==> src/rtl/if_fetch.sv <==
// Instruction-fetch stage: owns the fetch PC, runs a single-outstanding
// req/gnt/rvalid instruction-memory port and presents PC/instruction to decode.
module if_fetch #(
  parameter int              XLEN      = 32,
  parameter logic [XLEN-1:0] RESET_PC  = 32'h0000_0000,
  parameter logic [XLEN-1:0] NOP_INSTR = 32'h0000_0013
) (
  input  logic            Clk,
  input  logic            Reset,
  input  logic            ID_Stall,
  input  logic            EX_Redirect,
  input  logic [XLEN-1:0] EX_Redirect_PC,
  output logic            IMem_req,
  output logic [XLEN-1:0] IMem_addr,
  input  logic            IMem_gnt,
  input  logic            IMem_rvalid,
  input  logic [XLEN-1:0] IMem_rdata,
  output logic [XLEN-1:0] IF_PC,
  output logic [XLEN-1:0] IF_Instruction,
  output logic            IF_Valid
);

  typedef enum logic [1:0] {
    S_REQ  = 2'd0,
    S_WAIT = 2'd1,
    S_DROP = 2'd2
  } state_t;

  localparam logic [XLEN-1:0] PC_STEP = XLEN'(4);

  function automatic logic [XLEN-1:0] word_align(input logic [XLEN-1:0] a);
    return a & {{(XLEN-2){1'b1}}, 2'b00};
  endfunction

  function automatic logic [XLEN-1:0] pc_next(input logic [XLEN-1:0] a);
    return a + PC_STEP;
  endfunction

  state_t          state_q, state_d;
  logic [XLEN-1:0] fetch_pc_q, fetch_pc_d;
  logic            grant;
  logic            resp;

  logic [XLEN-1:0] req_pc_p0;
  logic            buf_vld_p1;
  logic [XLEN-1:0] buf_pc_p1;
  logic [XLEN-1:0] buf_instr_p1;

  assign IMem_addr = fetch_pc_q;

  always_comb begin
    state_d    = state_q;
    fetch_pc_d = fetch_pc_q;
    IMem_req   = 1'b0;

    case (state_q)
      S_REQ:   IMem_req = !buf_vld_p1 && !EX_Redirect && !Reset;
      S_WAIT:  IMem_req = IMem_rvalid && !ID_Stall && !buf_vld_p1 && !EX_Redirect && !Reset;
      default: IMem_req = 1'b0;
    endcase

    grant = IMem_req && IMem_gnt;
    resp  = (state_q == S_WAIT) && IMem_rvalid;

    if (EX_Redirect) begin
      fetch_pc_d = word_align(EX_Redirect_PC);
      // A response landing in the redirect cycle retires the outstanding
      // request, so there is nothing left to drop.
      case (state_q)
        S_WAIT:  state_d = IMem_rvalid ? S_REQ : S_DROP;
        S_DROP:  state_d = IMem_rvalid ? S_REQ : S_DROP;
        default: state_d = S_REQ;
      endcase
    end else begin
      if (grant) fetch_pc_d = pc_next(fetch_pc_q);
      case (state_q)
        S_REQ:   if (grant) state_d = S_WAIT;
        S_WAIT:  if (IMem_rvalid) state_d = grant ? S_WAIT : S_REQ;
        S_DROP:  if (IMem_rvalid) state_d = S_REQ;
        default: state_d = S_REQ;
      endcase
    end
  end

  // Stage p0: request issue / control and decode-facing output registers
  always_ff @(posedge Clk) begin
    if (Reset) begin
      state_q        <= S_REQ;
      fetch_pc_q     <= word_align(RESET_PC);
      buf_vld_p1     <= 1'b0;
      IF_Valid       <= 1'b0;
      IF_PC          <= '0;
      IF_Instruction <= NOP_INSTR;
    end else begin
      state_q    <= state_d;
      fetch_pc_q <= fetch_pc_d;
      if (EX_Redirect) begin
        buf_vld_p1     <= 1'b0;
        IF_Valid       <= 1'b0;
        IF_Instruction <= NOP_INSTR;
      end else if (!ID_Stall) begin
        if (buf_vld_p1) begin
          IF_PC          <= buf_pc_p1;
          IF_Instruction <= buf_instr_p1;
          IF_Valid       <= 1'b1;
          buf_vld_p1     <= 1'b0;
        end else if (resp) begin
          IF_PC          <= req_pc_p0;
          IF_Instruction <= IMem_rdata;
          IF_Valid       <= 1'b1;
        end else begin
          IF_Instruction <= NOP_INSTR;
          IF_Valid       <= 1'b0;
        end
      end else if (resp) begin
        buf_vld_p1 <= 1'b1;
      end
    end
  end

  // Stage p1: request PC capture and one-entry skid buffer data
  always_ff @(posedge Clk) begin
    if (grant) req_pc_p0 <= fetch_pc_q;
    if (resp && ID_Stall && !EX_Redirect) begin
      buf_pc_p1    <= req_pc_p0;
      buf_instr_p1 <= IMem_rdata;
    end
  end

endmodule

==> config.mk <==
export PLATFORM = sky130hd
export DESIGN_NAME = if_fetch
export DESIGN_NICKNAME = d
export VERILOG_FILES = /design/src/rtl/if_fetch.sv
export SDC_FILE = /design/constraint.sdc
export NUM_CORES = 1
export LEC_CHECK = 0
export CORE_ASPECT_RATIO = 1.25
export CORE_UTILIZATION = 44
export CTS_CLUSTER_SIZE = 28
export DETAILED_ROUTE_END_ITERATION = 8
export DONT_BUFFER_PORTS = 1
export PLACE_DENSITY = 0.59
export SLEW_MARGIN = 15
export SYNTH_ARGS = -nofsm -noshare
export SYNTH_HDL_FRONTEND = slang
export SYNTH_SLANG_ARGS = --single-unit
==> constraint.sdc <==
create_clock -name Clk -period 14.2 [get_ports Clk]
set_clock_uncertainty 0.05 [all_clocks]
set_input_delay 2.84 -clock Clk [delete_from_list [all_inputs] [get_ports Clk]]
set_output_delay 2.84 -clock Clk [all_outputs]
set_load 0.02 [all_outputs]
==> results.cfg <==
[synthesis]
yosysWarningCount = 0
netlist_area_mm2 = 0.00752
synth_cell_types = 65
syn_area_per_cell_um2 = 11.8
ys_ff_latch = 188
seq_area_frac_synth = 0.623
syn_inst = 636
ys.flop_type = dfxtp_1
synth_edf_count = 92
async_reset_ff_frac = 0

[timing]
finalCritPeriodShare = 0.518
layout_min_cycle_time_ns = 7.36
rsz0062_at_grt = false
setup_tns_ns = 0
drv_slew = 0
worst_pin_slew_ns = 1.03
max_slew_margin = 0.311
max_freq_mhz = 136
report.final.setup_viol = 0
final-hold-violation-count = 0

[worst_setup_path]
crit_required_ns = 11.31
end_kind = output pin
path_cells = inv_2, nand2_2, nor3_1
path_buf_inv = 1
critPathMaxFanout = 34
critPathTopFamily = simple AND/OR/NAND/NOR gates
max_stage_delay_ns = 0.68
startpoint_type = input port
worstPathArrival_ns = 4.47
crit_type = input port to output pin
cpMaxStageDelayCell = nor3_1

[drt]
drc = 0
viasPerCell = 5.76
drtIter0Drc = 277
first_pass_iters = 5
vias = 4869
drt-wirelength-per-cell_um = 19.2
ant_nets = 0
wl_mm = 16.2

[floorplan]
dieArea_mm2 = 0.0176
rows = 53
start_util = 0.448
die_w_um = 119
die_h_um = 148
num_io_pins = 168
core_mm2 = 0.0168

[worst_hold_path]
hold_path_class = register to register

[layout]
nNetsFinal = 686
layout_common_cells = dfxtp_1, edfxtp_1, nor2_1, a211oi_1, mux2i_1
syn2layout_area_growth_pct = 9.27
layout-drive-gt1-share = 0.0864
final_common_cell = dfxtp_1
final_area_mm2 = 0.00822
antenna_cells = 0
fill_cells = 1511

[grt]
grt_usage = 0.184
grt_pass1_wl_mm = 25.2
grt_max_degree = 67
grt_pass1_vias = 4605
antenna_found_initial = 0
overflow = 0

[clock_network]
root_buffer = clkbuf_16
cts_buffers = 17
clk_pin_slew_ns = 0.06
postCtsSetupBuffers = 0
ctsLongestPathBuffers = 2
cts_tree = done
post_cts_resize_count = 0
clk_latency_ns = 0.43
cts.sinks = 188
cts_hold_buf = 0
cts_max_level = 4

[flow_run]
cap_violations = 0

[placement]
placed_cell_area_mm2 = 0.00762
hpwl_mm = 10.6
place_congestion = 0.838
portBuffers = 0

[status]
outcome = finished, final reports clean

[power_and_ir_drop]
power.total_mw = 1.11
leakagePower_nw = 2.58
power_density_mw_per_mm2 = 136
ir_drop_v = 0.0000729
final cells by class:
class                   count  area (um2)  share of cell area
flip-flops and latches    188        4690               0.571
multi-input cells         391        2580               0.315
clock buffers              19         453              0.0551
well taps                 220         275              0.0335
clock inverters            13         140              0.0171
repair buffers              4        37.5             0.00457
inverters                  10        37.5             0.00457
kinds of logic (layout without fill, tap and decap cells):
logic type / after synthesis / in the layout / synth area share
compound gates: 130 / 130 / 0.128
other cells: 1 / 4 / 0.000499
mux: 38 / 38 / 0.0511
simple gates: 207 / 207 / 0.145
buf+inv: 60 / 46 / 0.0368
flops: 188 / 188 / 0.623
xor+xnor: 8 / 8 / 0.00932
fa+ha+maj: 4 / 4 / 0.00666
cell usage after synthesis, types with 2 or more instances:
cell      count  area share
a221oi_1     30       0.035
or3_1         4      0.0033
nand3_1      11      0.0073
buf_6         3      0.0045
mux2_1        3      0.0045
a21oi_1      21       0.014
buf_2         8      0.0053
or4_1         2      0.0020
edfxtp_1     92        0.37
nand2_1      29       0.014
a31oi_1       8      0.0067
a32oi_1       2      0.0023
nor3_1       35       0.023
a211oi_1     37       0.037
o211ai_1      4      0.0040
a311oi_1      3      0.0035
xnor2_1       3      0.0035
buf_1         3      0.0015
inv_2         2      0.0010
xor2_1        5      0.0058
buf_4         5      0.0050
ha_1          4      0.0067
nor2b_1      30       0.025
and2_1        2      0.0017
and2_0        2      0.0017
nand4_1      10      0.0083
and3_1        5      0.0042
a211o_1       2      0.0023
o21a_1        2      0.0020
nor2_1       59       0.029
clkbuf_1     31       0.015
dfxtp_1      96        0.26
inv_1         8      0.0040
and4_1        3      0.0035
mux2i_1      35       0.047
o21ai_0       8      0.0053
final timing paths:
path                           start                         end  slack [ns]  cells after the start
max reg2reg  state_q[1]$_SDFFE_PP0P_  IMem_addr[28]$_SDFFE_PP0P_       10.70                      8
min          req_pc_p0[27]$_DFFE_PP_     buf_pc_p1[27]$_DFFE_PP_        0.40                      0
min reg2reg  req_pc_p0[27]$_DFFE_PP_     buf_pc_p1[27]$_DFFE_PP_        0.40                      0
max                      EX_Redirect                    IMem_req        6.84                      3
power breakdown:
group | total, mW | switching [mW] | internal [mW]
Sequential | 0.605 | 0.0249 | 0.580
Combinational | 0.0338 | 0.0190 | 0.0148
Clock | 0.475 | 0.204 | 0.270
worst reg2reg max path: cells and delay by family (launching register included):
family | cells | cell delay (ns)
buffers and inverters | 2 | 0.75
AOI/OAI and AO/OA | 3 | 1.30
DFF | 1 | 0.33
and+or+nand+nor | 2 | 0.73
adders and majority gates | 1 | 0.26
metal layers:
layer,vias up,track usage,routed length [um]
met1,2314,0.231,7040
met5,-,0,0
met4,0,0.0753,216
met2,185,0.284,7610
met3,19,0.0732,1360
li1,2351,-,-
state kept, by name (all words and copies together), names as in the netlist:
register        cells
buf_pc_p1          30
buf_vld_p1          1
buf_instr_p1       32
state_q             2
IF_PC              30
req_pc_p0          30
IF_Valid            1
IMem_addr          30
IF_Instruction     32
stage by stage:
stage,cells,util,hold slack (ns),worst slack (ns)
finish,845,0.490,0.402,6.84
global route,845,0.490,0.417,6.69
CTS,845,0.490,0.406,6.43
detailed placement,813,0.454,0.392,6.37
global placement,812,0.453,0.387,6.43
floorplan,639,-,0.376,5.58
Power figures use the tool's default switching activity.
